## src/rtl/result_drain_packer.sv

```systemverilog
// Drains one tile of FP16 results from a 1-cycle-latency FIFO read port and
// packs LANES elements per word onto a valid/ready stream.
`timescale 1ns/1ps
module result_drain_packer #(
   parameter int unsigned LANES = 16
) (
   input  logic                  i_clk,
   input  logic                  i_reset_n,
   input  logic                  i_tile_start,
   input  logic [14:0]           i_tile_els,
   output logic                  o_rd_en,
   input  logic [15:0]           i_rd_data,
   input  logic                  i_empty,
   output logic [16*LANES-1:0]   o_data,
   output logic [LANES-1:0]      o_keep,
   output logic                  o_last,
   output logic                  o_valid,
   input  logic                  i_ready,
   output logic                  o_busy,
   output logic                  o_done
);

   localparam int unsigned EL_W   = 15;
   localparam int unsigned LANE_W = $clog2(LANES);
   localparam int unsigned ACC_W  = LANE_W + 1;
   localparam int unsigned DATA_W = 16 * LANES;

   typedef enum logic [1:0] {S_IDLE, S_DRAIN, S_DONE} state_t;

   state_t            state;
   logic [EL_W-1:0]   tile_els;
   logic [EL_W-1:0]   issued;
   logic [ACC_W-1:0]  acc_cnt;
   logic              pending;
   logic [15:0]       acc [LANES];

   logic              all_issued;
   logic              room;
   logic              word_ready;
   logic              xfer;
   logic              hs;
   logic [DATA_W-1:0] pack;
   logic [LANES-1:0]  keep;

   assign all_issued = (issued == tile_els);
   assign room       = (acc_cnt + ACC_W'(pending)) < ACC_W'(LANES);
   assign word_ready = (acc_cnt == ACC_W'(LANES)) ||
                       (all_issued && !pending && (acc_cnt != '0));
   assign hs         = o_valid && i_ready;
   assign xfer       = (state == S_DRAIN) && word_ready && (!o_valid || i_ready);

   // Reads are never speculative and are suppressed during reset so an aborted tile cannot pull data.
   assign o_rd_en = i_reset_n && (state == S_DRAIN) && !i_empty &&
                    (issued < tile_els) && room;

   // Outgoing word: filled lanes from the accumulator, unfilled lanes zeroed.
   always_comb begin
      pack = '0;
      keep = '0;
      for (int k = 0; k < LANES; k++) begin
         if (ACC_W'(k) < acc_cnt) begin
            pack[16*k +: 16] = acc[k];
            keep[k]          = 1'b1;
         end
      end
   end

   always_ff @(posedge i_clk) begin
      if (!i_reset_n) begin
         state    <= S_IDLE;
         tile_els <= '0;
         issued   <= '0;
         acc_cnt  <= '0;
         pending  <= 1'b0;
         o_data   <= '0;
         o_keep   <= '0;
         o_last   <= 1'b0;
         o_valid  <= 1'b0;
         o_busy   <= 1'b0;
         o_done   <= 1'b0;
         for (int k = 0; k < LANES; k++) acc[k] <= '0;
      end else begin
         o_done  <= 1'b0;
         pending <= o_rd_en;
         if (o_rd_en) issued <= EL_W'(issued + 1'b1);

         // Read data lands one cycle after the strobe, in arrival order.
         if (pending) begin
            acc[acc_cnt[LANE_W-1:0]] <= i_rd_data;
            acc_cnt                  <= ACC_W'(acc_cnt + 1'b1);
         end

         // A transfer never coincides with a landing: it needs a full accumulator or no read in flight.
         if (xfer) begin
            o_data  <= pack;
            o_keep  <= keep;
            o_last  <= all_issued && !pending;
            o_valid <= 1'b1;
            acc_cnt <= '0;
         end else if (hs) begin
            o_valid <= 1'b0;
         end

         case (state)
            S_IDLE: begin
               if (i_tile_start && !o_done) begin
                  tile_els <= i_tile_els;
                  issued   <= '0;
                  acc_cnt  <= '0;
                  o_busy   <= 1'b1;
                  state    <= (i_tile_els == '0) ? S_DONE : S_DRAIN;
               end
            end
            S_DRAIN: begin
               if (hs && o_last) state <= S_DONE;
            end
            S_DONE: begin
               o_done <= 1'b1;
               o_busy <= 1'b0;
               state  <= S_IDLE;
            end
            default: state <= S_IDLE;
         endcase
      end
   end

endmodule
```

## config.mk

```make
export PLATFORM = sky130hd
export DESIGN_NAME = result_drain_packer
export DESIGN_NICKNAME = d
export VERILOG_FILES = /design/src/rtl/result_drain_packer.sv
export SDC_FILE = /design/constraint.sdc
export NUM_CORES = 1
export LEC_CHECK = 0
export BUFFER_PORTS_ARGS = -buffer_cell sky130_fd_sc_hd__buf_4
export CORE_MARGIN = 2
export CORE_UTILIZATION = 45
export CTS_CLUSTER_SIZE = 30
export DETAILED_ROUTE_END_ITERATION = 7
export GPL_TIMING_DRIVEN = 0
export PLACE_DENSITY = 0.68
export SLEW_MARGIN = 0
export SYNTH_ARGS = -nofsm -noshare
export SYNTH_HDL_FRONTEND = slang
export SYNTH_SLANG_ARGS = --single-unit
```

## constraint.sdc

```tcl
create_clock -name i_clk -period 2.65 [get_ports i_clk]
set_clock_uncertainty 0.2 [all_clocks]
set_input_delay 0.53 -clock i_clk [delete_from_list [all_inputs] [get_ports i_clk]]
set_output_delay 0.53 -clock i_clk [all_outputs]
set_load 0.005 [all_outputs]
```

### Word-level counts from Yosys, hierarchy flattened

Memories as Yosys holds them, arrays and structs flattened. A register that Yosys moved wholly into a read port is not among the register bits.
Cells that the tools add are included.

* input bits: 36
* output and inout port bits: 277
* register bits: 314
* logic and storage cells: 121
* RAM bits: 256
* memories kept: 1

Memory list
* acc: depth 16, bits a word 16, read ports 16, clocked after memory_dff 1, wr ports 16, RTL line 35 `logic [15:0] acc [LANES];`

* reduce and logical (&&, ||, !) cells: 27
* magnitude comparators: 18
* add/subtract/negate cells: 3
* equality and inequality tests: 6
* muxes and demuxes: 55

Operator list (number)
* 2-to-1 mux 16 bit: 17
* 2-to-1 mux 15 bit: 3
* < comparator 4 x 5 -> 1 bit, first input constant: 8
* 2-to-1 mux 1 bit: 25
* < comparator 3 x 5 -> 1 bit, first input constant: 4
* 2-to-1 mux 5 bit: 4
* OR reduction 16 bit: 1
* adder 15 x 1 -> 15 bit, second input constant: 1
* == test 15 bit: 1
* logical NOT 15 bit: 1
* < comparator 15 bit: 1
* logical AND 1 bit: 11
* < comparator 1 x 5 -> 1 bit, first input constant: 2
* < comparator 2 x 5 -> 1 bit, first input constant: 2
* 2-to-1 mux 2 bit: 3
* AND reduction 2 bit: 3
* adder 5 x 1 -> 5 bit: 1
* adder 5 x 1 -> 5 bit, second input constant: 1
* == test 5 bit, second input constant: 1
* logical NOT 1 bit: 5
* < comparator 5 bit, second input constant: 1
* nonzero test 5 bit: 1
* 2-to-1 mux 4 bit: 1
* one-hot mux 2 bit (2 select lines): 1
* 8 further kinds: 10

### Longest topological paths before layout

Gate-level depths: netlist of the first run.

* depth in word-level cells: 9
* gate-level depth with buffers: 10
* mapped depth without buffers: 7

### Worst setup path after synthesis of the first run

Ideal clock, no wire load.

* path kind: input -> register
* start point: in i_reset_n
* end point: mem acc[12][0] (enable)
* path buffers: 1
* data arrival time: 2.230 ns
* library setup time: 0.411 ns
* stages: 3
* slack: -0.191 ns
* data required time: 2.039 ns
* cell sequence: clkbuf_1 > nand3_1 > o21ai_0

RTL lines
* start: declaration: RTL line 8 `input logic i_reset_n,`
* end: declaration: RTL line 35

### Worst setup path after layout of the first run

* start point: reg tile_els[8]
* end point: out o_rd_en

* longest elaborated chain between the ends: 3

Ends and longest elaborated chain
* start: declaration: RTL line 31 `logic [EL_W-1:0] tile_els;`
* start signal: assignment: RTL line 107 `tile_els <= i_tile_els;`
* < comparator 15 bit: RTL line 54 `(issued < tile_els) && room;`
* logical AND 1 bit: RTL line 53 `assign o_rd_en = i_reset_n && (state == S_DRAIN) && !i_empty &&`
* logical AND 1 bit: RTL line 54
* end: declaration: RTL line 11 `output logic o_rd_en,`

Every way passes these cells.

==> results.md, run 1 <==
- CP max-delay cell: o21a_2
- ANT nets after route: 0
- Hold Fails Final Rpt: 0
- Core area: 46600 sq um
- GRT Residual Overflow: 0
- Die Ht: roughly 220 microns
- CTS tree: built
- RSZ-0062 raised after global routing: yes
- Post-Route WL: between 60000 and 70000 microns
- Fin crit share: 1.11
- DRC Markers: 0
- Post-Syn Area per Cell: ~12 sq um
- Iteration-0 DRC count of the detailed router: 1140
- Min-delay worst type: in2reg
- Most frequent cells in the layout: buf_4, dfxtp_1, and2_1, edfxtp_1, a22o_1
- Post-synth EDFFs: around 260
- Clock Latency Late Sink: 0.61 ns
- Final worst setup slack: -0.292 ns
- Commonest non-fill, non-tap cell in the layout: buf_4
- TritonCTS sink count: 570
- Die extent in x: 221 microns
- Arr. time, crit path: roughly 2.2 ns
- Fmax: roughly 340 MHz
- Post-Syn Instances: 1717
- Required @ worst endpoint: 1.92 ns
- CP Launch Type: flop
- Reg clk slew, reported paths: 0.06 ns
- YS warnings: 0
- Power density cells: 675 nW/um^2
- Initial antenna violation count: 4
- Row count: between 70 and 80
- Failing checks: negative setup slack
- Post-synthesis sequential area ratio: 0.659
- Vias in the first global route: 15200
- Share of layout cells above drive strength 1: 0.267
- Via density: 5.53
- Drt wl/cell: 22.9 microns
- Total GRT Usage: 0.254
- Status: finished with violations
- Post-Syn Area: 21200 sq um
- Crit end category: output pin
- Final setup viols: 307
- Syn nets: approximately 1800
- Overall via count from detail_route: 15500
- TNS Setup: -48.75 ns
- Yosys cell types: 52
- Clock buffer depth: 3
- Worst slack, placed: -0.987 ns
- DR pass1 iterations: 5
- IO Pins: 313
- Max transition margin: 0.123
- IO Port Bufs: 312
- Starting Density: 0.455
- Pin count of the biggest net entering global routing: 17
- First-pass GRT wire length: 94100 microns
- #FFs+latches synth: 570
- Die ar.: 48900 sq um
- CP Max Fanout: 12
- Max cap viols: 0
- Placed cells: 2642
- Leak: 10.9 nW
- Ys async rst share: 0
- Root buffer cell: clkbuf_16
- Fin nets: 2204
- Dpl hpwl: between 40000 and 50000 microns
- Placer Congestion: 0.888
- CTS buffer count: 57
- Htree depth: 2
- CP max stage delay: 0.33 ns
- Fin crit period: between 2 and 3 ns
- Area grow syn2layout: 29.4%
- CP Class: reg2out
- Fill count: 3667
- Critical path cell sequence: inv_1 -> ha_4 -> nand4_1 -> nor2_2 -> o21a_2 -> nor3_4 -> buf_4
- Worst-Margin Slew: 1.32 ns
- Final Max Tran Viols: 0
- Worst VDD drop: 0.525 mV
- Post-Layout Cell Count: 2803
- Antenna diode count: 0
- Tot Pwr: around 0.019 W
- Post-synth top flop: dfxtp_1
[registers in the layout, indices dropped and copies added, names as in the netlist]
name,cells
acc,256
o_data,256
o_keep,16
issued,15
tile_els,15
acc_cnt,5
state,2
o_busy,1
o_done,1
o_last,1
o_valid,1
pending,1
[path summary, 6_finish.rpt]
check	from	to	slack (ns)	cells after the start
worst max-delay path	tile_els[8]	o_rd_en	-0.29	7
worst max register to register	tile_els[6]	o_data[158]	-0.25	14
worst min-delay path	i_rd_data[7]	acc[11][7]	0.12	2
worst min register to register	acc[8][1]	o_data[129]	0.25	1
[critical path: cells and delay by family, from the launching register on]
family / cells / cell delay, ns
simple gates: 3 / 0.47
compound gates: 1 / 0.33
fa+ha+maj: 1 / 0.27
flops: 1 / 0.32
buf+inv: 2 / 0.21
[metrics by stage]
step / hold slack (ns) / utilization / cell area [sq um]
floorplan: 0.236 / - / 21200
global placement: 0.239 / 0.522 / 24300
detailed placement: 0.241 / 0.523 / 24400
CTS: 0.0522 / 0.578 / 26900
global route: 0.101 / 0.589 / 27400
finish: 0.121 / 0.589 / 27400
[cells by family after synthesis]
logic type	synth area share
fa+ha+maj	0.0124
flops	0.659
compound gates	0.131
buf+inv	0.0339
simple gates	0.149
xor+xnor	0.00165
mux	0.0129
[power breakdown]
group	leakage [nW]	switching [W]	internal (W)	total, W
Sequential	5.18	0.0000613	0.00932	0.00939
Clock	0.951	0.00343	0.00482	0.00824
Combinational	4.79	0.000624	0.000268	0.000892
Total	10.9	0.00411	0.0144	0.0185
[cell type report]
type / instances / area (sq um) / share of cell area
multi-input cells: 989 / 6820 / 0.249
well taps: 607 / 759 / 0.0277
plain buffers: 133 / 828 / 0.0302
inverters: 22 / 82.6 / 0.00301
flip-flops and latches: 570 / 14000 / 0.510
clock buffers: 76 / 1590 / 0.0581
clock inverters: 32 / 340 / 0.0124
repair buffers: 374 / 3000 / 0.109
[cell usage after synthesis, types with 8 or more instances]
master	count	area share
a21oi_1	114	0.027
a22o_1	176	0.073
and2_1	259	0.076
buf_1	8	0.0014
buf_2	25	0.0059
buf_6	9	0.0048
clkbuf_1	87	0.015
dfxtp_1	314	0.30
edfxtp_1	256	0.36
ha_1	21	0.012
inv_1	21	0.0037
mux2i_1	24	0.011
nand2_1	86	0.015
nand2b_1	9	0.0027
nand3_1	29	0.0068
nand4_1	58	0.017
nor2_1	24	0.0042
nor3_1	19	0.0045
nor3_4	9	0.0069
nor4_1	13	0.0038
o21ai_0	81	0.019
or3_1	9	0.0027
[layer usage]
layer	track usage	wire, microns	vias to the layer above
li1	-	-	7127
met1	0.316	25200	7633
met2	0.418	30600	606
met3	0.0785	5780	141
met4	0.0911	2480	2
met5	0	10	-
[repair_timing]
| action | in CTS | in global routing |
|---|---|---|
| resized for setup | 79 | 101 |
| endpoints found under the setup margin | 601 | 539 |
| endpoints found under the hold margin | 15 | 0 |
| pin swaps | 14 | 34 |
| hold buffers | 15 | 0 |
| setup buffers | 19 | 23 |
| cloned | 0 | 4 |
No activity file was read; power rests on OpenSTA's default activity.
==> run 2, diff against run 1 <==
ABC_AREA = 1   (was unset)
CAP_MARGIN = 20   (was unset)
PLACE_DENSITY = 0.67   (was 0.68)
==> results.md, run 2 <==
- Clk pwr share: 0.449 (was 0.445)
- Reg clk slew, reported paths: 0.06 ns (about the same)
- Synth Area in XOR/XNOR: 0.00477 (was 0.00165)
- Clock Latency Late Sink: 0.62 ns (was 0.61 ns)
- Die ar.: 54900 sq um (was 48900 sq um)
- Clock buffer depth: 3 (unchanged)
- Max cap viols: 0 (unchanged)
- Die Ht: 234 microns (was 221 microns)
- CP Launch Type: flop (unchanged)
- CP Class: reg2out (unchanged)
- GRT busiest layer: met2 (unchanged)
- Core area: 52400 sq um (was 46600 sq um)
- Adder-cell share of the synthesized area: 0.0110 (was 0.0124)
- Final setup viols: 1 (was 307)
- Post-Syn Area per Cell: 8.75 sq um (was 12.3 sq um)
- Yosys cell types: 33 (was 52)
- Initial antenna violation count: 0 (was 4)
- Post-Syn Instances: 2728 (was 1717)
- Htree depth: 2 (unchanged)
- CTS tree: built (unchanged)
- Synth top cells by count: nor2_1, nand2_1, inv_1 (was dfxtp_1, and2_1, edfxtp_1)
- Met1 GRT Util: 0.373 (was 0.316)
- Worst VDD drop: 0.501 mV (was 0.525 mV)
- Top-area cell type share of the netlist area: 0.322 (was 0.363)
- Leak: 12.2 nW (was 10.9 nW)
- Total GRT Usage: 0.262 (was 0.254)
- Overall via count from detail_route: 20200 (was 15500)
- Fin crit period: 2.71 ns (was 2.94 ns)
- Fmax: 368 MHz (was 340 MHz)
- Crit end category: output pin (unchanged)
- Commonest non-fill, non-tap cell in the layout: nor2_1 (was buf_4)
- RSZ-0062 raised after global routing: yes (unchanged)
- Post-synth EDFFs: 256 (unchanged)
- Max transition margin: 0.166 (was 0.123)
- CTS buffer count: 57 (unchanged)
- Top post-synthesis cells by area: edfxtp_1, dfxtp_1, nor2_1 (was edfxtp_1, dfxtp_1, and2_1)
- DRC Markers: 0 (unchanged)
- Vias in the first global route: 18800 (was 15200)
- Most frequent cells in the layout: nor2_1, nand2_1, buf_4, inv_1, a21oi_1 (was buf_4, dfxtp_1, and2_1, edfxtp_1, a22o_1)
- Simple logic cell fraction of the synthesized area: 0.229 (was 0.149)
- Area grow syn2layout: 24.3% (was 29.4%)
- Share of layout cells above drive strength 1: 0.199 (was 0.267)
- Arr. time, crit path: 1.98 ns (was 2.21 ns)
- TritonCTS sink count: 570 (unchanged)
- Combinational power share: 0.050 (was 0.048)
- Min-delay worst type: in2reg (unchanged)
- Die extent in x: 234 microns (was 221 microns)
- Final hold slack: 0.0169 ns (was 0.121 ns)
- YS warnings: 0 (unchanged)
- Hold path depth: 3 (was 2)
- Failing checks: negative setup slack (unchanged)
- Row count: 84 (was 79)
- DR pass1 iterations: 5 (unchanged)
- Switch Pwr: 0.00421 W (was 0.00411 W)
- Ys async rst share: 0 (unchanged)
- Iteration-0 DRC count of the detailed router: 1846 (was 1140)
- Met2 GRT Util: 0.406 (was 0.418)
- Via density: 5.23 (was 5.53)
- GRT Residual Overflow: 0 (unchanged)
- ANT nets after route: 0 (unchanged)
- Worst-Margin Slew: 1.25 ns (was 1.32 ns)
- Tot Pwr: 0.0187 W (was 0.0185 W)
- Dpl hpwl: 51500 microns (was 43400 microns)
- Fin crit share: 1.02 (was 1.11)
- Root buffer cell: clkbuf_16 (unchanged)
- Fin nets: 3174 (was 2204)
- Power density cells: 631 nW/um^2 (was 675 nW/um^2)
- Mux cell area share after synthesis: 0 (was 0.0129)
- Post-synthesis sequential area ratio: 0.586 (was 0.659)
- Most common cell in the netlist: nor2_1 (was dfxtp_1)
- Post-synth top flop: dfxtp_1 (unchanged)
- Post-synthesis compound-gate area fraction: 0.0714 (was 0.131)
- CP Max Fanout: 2 (was 12)
- Seq pwr share: 0.502 (was 0.507)
- Required @ worst endpoint: 1.92 ns (about the same)
- Antenna diode count: 0 (unchanged)
- Post-Syn Area: 23900 sq um (was 21200 sq um)
- Drt wl/cell: 18.9 microns (was 22.9 microns)
- #FFs+latches synth: 570 (unchanged)
- Register-to-Register Path Depth: 5 (was 14)
- Biggest regs: acc: 256 flops, o_data: 256 flops, o_keep: 16 flops (unchanged)
- Met3 usage: 0.0410 (was 0.0785)
- Dominant cell type by area after synthesis: edfxtp_1 (unchanged)
- Post-Route WL: 73000 microns (was 64100 microns)
- IO Pins: 313 (unchanged)
- Sw frac: 0.225 (was 0.222)
- Hold Fails Final Rpt: 0 (unchanged)
- IO Port Bufs: 311 (was 312)
- Final Max Tran Viols: 0 (unchanged)
- Final worst setup slack: -0.0642 ns (was -0.292 ns)
- First-pass GRT wire length: 109000 microns (was 94100 microns)
- Core Util, Final: 0.565 (was 0.589)
- Syn nets: 2785 (was 1774)
- Power Internal: 0.0145 W (was 0.0144 W)
- Placer Congestion: 0.913 (was 0.888)
- Status: finished with violations (unchanged)
- Starting Density: 0.455 (about the same)
- Pin count of the biggest net entering global routing: 20 (was 17)
- Main combinational cell family by area after synthesis: simple AND/OR/NAND/NOR gates (unchanged)
-- run 2: cell types whose count changed after synthesis, sizes merged, moves of 194 or more --
| cell | delta |
|---|---|
| nand2 | +344 |
| and2 | -258 |
| nand4 | +217 |
| inv | +307 |
| nor2 | +472 |
| a21oi | +194 |
-- run 2: logic make-up (layout without fill, tap and decap cells) --
logic type / after synthesis / after routing
AO/OA/AOI/OAI: 335 / 335
XOR/XNOR: 13 / 13
adder cells (fa/ha/maj): 21 / 21
buffers and inverters: 544 / 982
flip-flops: 570 / 570
AND/OR/NAND/NOR: 1245 / 1245
-- run 2: what timing repair did --
action,in CTS,in global routing
hold buffers,2,0
pin swaps,4,14
setup buffers,5,5
endpoints found under the setup margin,269,388
endpoints found under the hold margin,2,0
gates resized for setup,63,60
-- run 2: layer usage --
metal  vias up  part of all wire  routed length, microns
li1       9764                 -                       -
met1      9452              0.44                   31800
met3       131             0.086                    6290
met5         -                 0                       0
met4         0             0.032                    2310
met2       804              0.45                   32600
-- run 2: power by group through the flow --
stage	registers (W)	logic [W]	clock network, W
floorplan	0.00956	0.000484	0
global placement	0.00957	0.000795	0
detailed placement	0.00958	0.000826	0
CTS	0.00939	0.000864	0.00845
global route	0.00940	0.000992	0.00882
finish	0.00939	0.000927	0.00840
-- run 2: final cells by class --
class	instances	area (sq um)
flip-flops and latches	570	14000
inverters	331	1250
plain buffers	212	1140
clock buffers	86	1740
repair buffers	331	2570
well taps	688	861
fillers	4611	22800
clock inverters	22	223
multi-input cells	1614	7850
-- run 2: metrics by stage --
stage / TNS, ns / instances / setup slack (ns) / area (sq um)
after floorplan: 0 / 2728 / 0.224 / 23900
after global placement: -93.81 / 3727 / -0.496 / 27100
after detailed placement: -102.24 / 3731 / -0.567 / 27100
after CTS: -0.159 / 3845 / -0.118 / 29300
after global routing: -0.125 / 3854 / -0.120 / 29700
final: -0.0642 / 3854 / -0.0642 / 29700
-- run 2: worst paths after layout --
| check | slack [ns] | end | from |
|---|---|---|---|
| max reg2reg | 0.01 | o_data[142] | o_valid |
| max | -0.06 | o_rd_en | tile_els[14] |
| min | 0.02 | tile_els[9] | i_tile_els[9] |
| min reg2reg | 0.26 | o_data[88] | o_data[88] |
-- run 2: critical path, stage by stage, from the launching register on --
cell,delay (ns)
dfxtp_2,0.32
inv_2,0.05
ha_4,0.24
a21oi_2,0.12
nand2_1,0.13
nor3_4,0.26
nand2_4,0.08
inv_4,0.07
buf_6,0.09
==> run 3, diff against run 2 <==
SETUP_SLACK_MARGIN = 0.5   (was unset)
==> results.md, run 3 (same netlist as run 2, synthesis figures left out) <==
- Register-to-Register Path Depth: 17 (was 5)
- Placed Area: 27200 sq um (was 27100 sq um)
- Final Max Tran Viols: 0 (unchanged)
- TritonCTS sink count: 570 (unchanged)
- Vias in the first global route: 19300 (was 18800)
- Critical path cell sequence: ha_1 -> nand2_2 -> o21ai_2 -> nor3_4 -> nand2_4 -> inv_4 -> buf_6 (was inv_2 -> ha_4 -> a21oi_2 -> nand2_1 -> nor3_4 -> nand2_4 -> inv_4 -> buf_6)
- Overall via count from detail_route: 20600 (was 20200)
- IO Port Bufs: 311 (unchanged)
- Placer Congestion: 0.917 (was 0.913)
- Fin crit share: 1.04 (was 1.02)
- Hold Fails Final Rpt: 0 (unchanged)
- Clock buffer depth: 3 (unchanged)
- First-pass GRT wire length: 112000 microns (was 109000 microns)
- Leak: 13.1 nW (was 12.2 nW)
- Tot Pwr: 0.0186 W (was 0.0187 W)
- Drt wl/cell: 19.7 microns (was 18.9 microns)
- Biggest regs: acc: 256 flops, o_data: 256 flops, o_keep: 16 flops (unchanged)
- Pin count of the biggest net entering global routing: 17 (was 20)
- Status: finished with violations (unchanged)
- Die extent in x: 234 microns (unchanged)
- Dpl hpwl: 51900 microns (was 51500 microns)
- Area grow syn2layout: 33.9% (was 24.3%)
- Htree depth: 2 (unchanged)
- Failing checks: negative setup slack (unchanged)
- CP Max Fanout: 5 (was 2)
- Final worst setup slack: -0.108 ns (was -0.0642 ns)
- Post-Route WL: 77000 microns (was 73000 microns)
- Fin nets: 3229 (was 3174)
- Max transition margin: 0.208 (was 0.166)
- Antenna diode count: 0 (unchanged)
- Worst-Margin Slew: 1.19 ns (was 1.25 ns)
- DRC Markers: 0 (unchanged)
- Final setup viols: 28 (was 1)
- Row count: 84 (unchanged)
- IO Pins: 313 (unchanged)
- Min-delay worst type: in2reg (unchanged)
- CTS buffer count: 58 (was 57)
- GRT Residual Overflow: 0 (unchanged)
- Fin crit period: 2.76 ns (was 2.71 ns)
- Commonest non-fill, non-tap cell in the layout: nor2_1 (unchanged)
- Total GRT Usage: 0.272 (was 0.262)
- Arr. time, crit path: 2.03 ns (was 1.98 ns)
- Worst VDD drop: 0.535 mV (was 0.501 mV)
- Fmax: 363 MHz (was 368 MHz)
- CP max stage delay: 0.42 ns (was 0.32 ns)
- CP Class: reg2out (unchanged)
- Initial antenna violation count: 1 (was 0)
- Post-Layout Cell Count: 3908 (was 3854)
- CP max-delay cell: dfxtp_2 (unchanged)
- Reg clk slew, reported paths: 0.07 ns (was 0.06 ns)
- Required @ worst endpoint: 1.92 ns (about the same)
- Starting Density: 0.455 (unchanged)
- Crit end category: output pin (unchanged)
- DR pass1 iterations: 6 (was 5)
- Via density: 5.28 (was 5.23)
- Share of layout cells above drive strength 1: 0.277 (was 0.199)
- Most frequent cells in the layout: nor2_1, buf_4, inv_1, dfxtp_1, nand2_1 (was nor2_1, nand2_1, buf_4, inv_1, a21oi_1)
- Root buffer cell: clkbuf_16 (unchanged)
- CP Launch Type: flop (unchanged)
- Die Ht: 234 microns (unchanged)
- RSZ-0062 raised after global routing: yes (unchanged)
- Final Instance Area: 32000 sq um (was 29700 sq um)
- CTS tree: built (unchanged)
- Power density cells: 581 nW/um^2 (was 631 nW/um^2)
- Clock Latency Late Sink: 0.63 ns (was 0.62 ns)
- Max cap viols: 0 (unchanged)
- Hold path depth: 4 (was 3)
- Placed cells: 3733 (was 3731)
- Core area: 52400 sq um (unchanged)
- Die ar.: 54900 sq um (unchanged)
- ANT nets after route: 0 (unchanged)
- Iteration-0 DRC count of the detailed router: 1943 (was 1846)
## run 3: cell type report
class	instances	area (sq um)
Multi-Input combinational cell	1614	8870
Buffer	213	1550
Clock buffer	97	1810
Sequential cell	570	14000
Inverter	331	1250
Timing Repair Buffer	384	3550
Fill cell	4329	20500
Clock inverter	11	65.1
Tap cell	688	861
## run 3: final timing paths
path / start / end / slack, ns
min reg2reg: o_data[65] / o_data[65] / 0.26
min: i_tile_els[8] / state[1] / 0.03
max reg2reg: issued[5] / o_data[127] / -0.09
max: issued[13] / o_rd_en / -0.11
## run 3: stage by stage
step / util / hold slack [ns] / TNS, ns / setup WS, ns
2_1_floorplan: - / 0.235 / 0 / 0.370
3_3_place_gp: 0.517 / 0.248 / -45.23 / -0.372
3_5_place_dp: 0.519 / 0.252 / -52.07 / -0.452
4_1_cts: 0.593 / 0.00281 / -0.215 / -0.0563
5_1_grt: 0.609 / 0.0329 / -12.77 / -0.174
6_report: 0.609 / 0.0329 / -1.12 / -0.108
## run 3: critical path: cells and delay by family (launching register included)
family / cells / cell delay (ns)
fa+ha+maj: 1 / 0.27
simple gates: 3 / 0.46
flops: 1 / 0.42
compound gates: 1 / 0.09
buf+inv: 2 / 0.17
## run 3: power breakdown
group	switching, W	total, W	internal (W)
combinational	0.000762	0.00113	0.000370
sequential	0.0000563	0.00938	0.00933
clock	0.00343	0.00806	0.00463
total	0.00425	0.0186	0.0143
## run 3: routing by layer
metal,share of wire,global-route usage,up-vias
met1,0.42,0.369,9723
met5,0.00017,0,-
met4,0.041,0.102,2
met3,0.080,0.0464,174
li1,-,-,9890
met2,0.46,0.435,837
## run 3: what timing repair did
action                                  in CTS  in global routing
pin swaps                                   69                 60
endpoints found under the setup margin     734                610
hold endpoints to repair                     8                  0
gates resized for setup                    366                174
cloned                                      16                  9
buffers inserted                            26                  6
hold buffers                                 8                  0
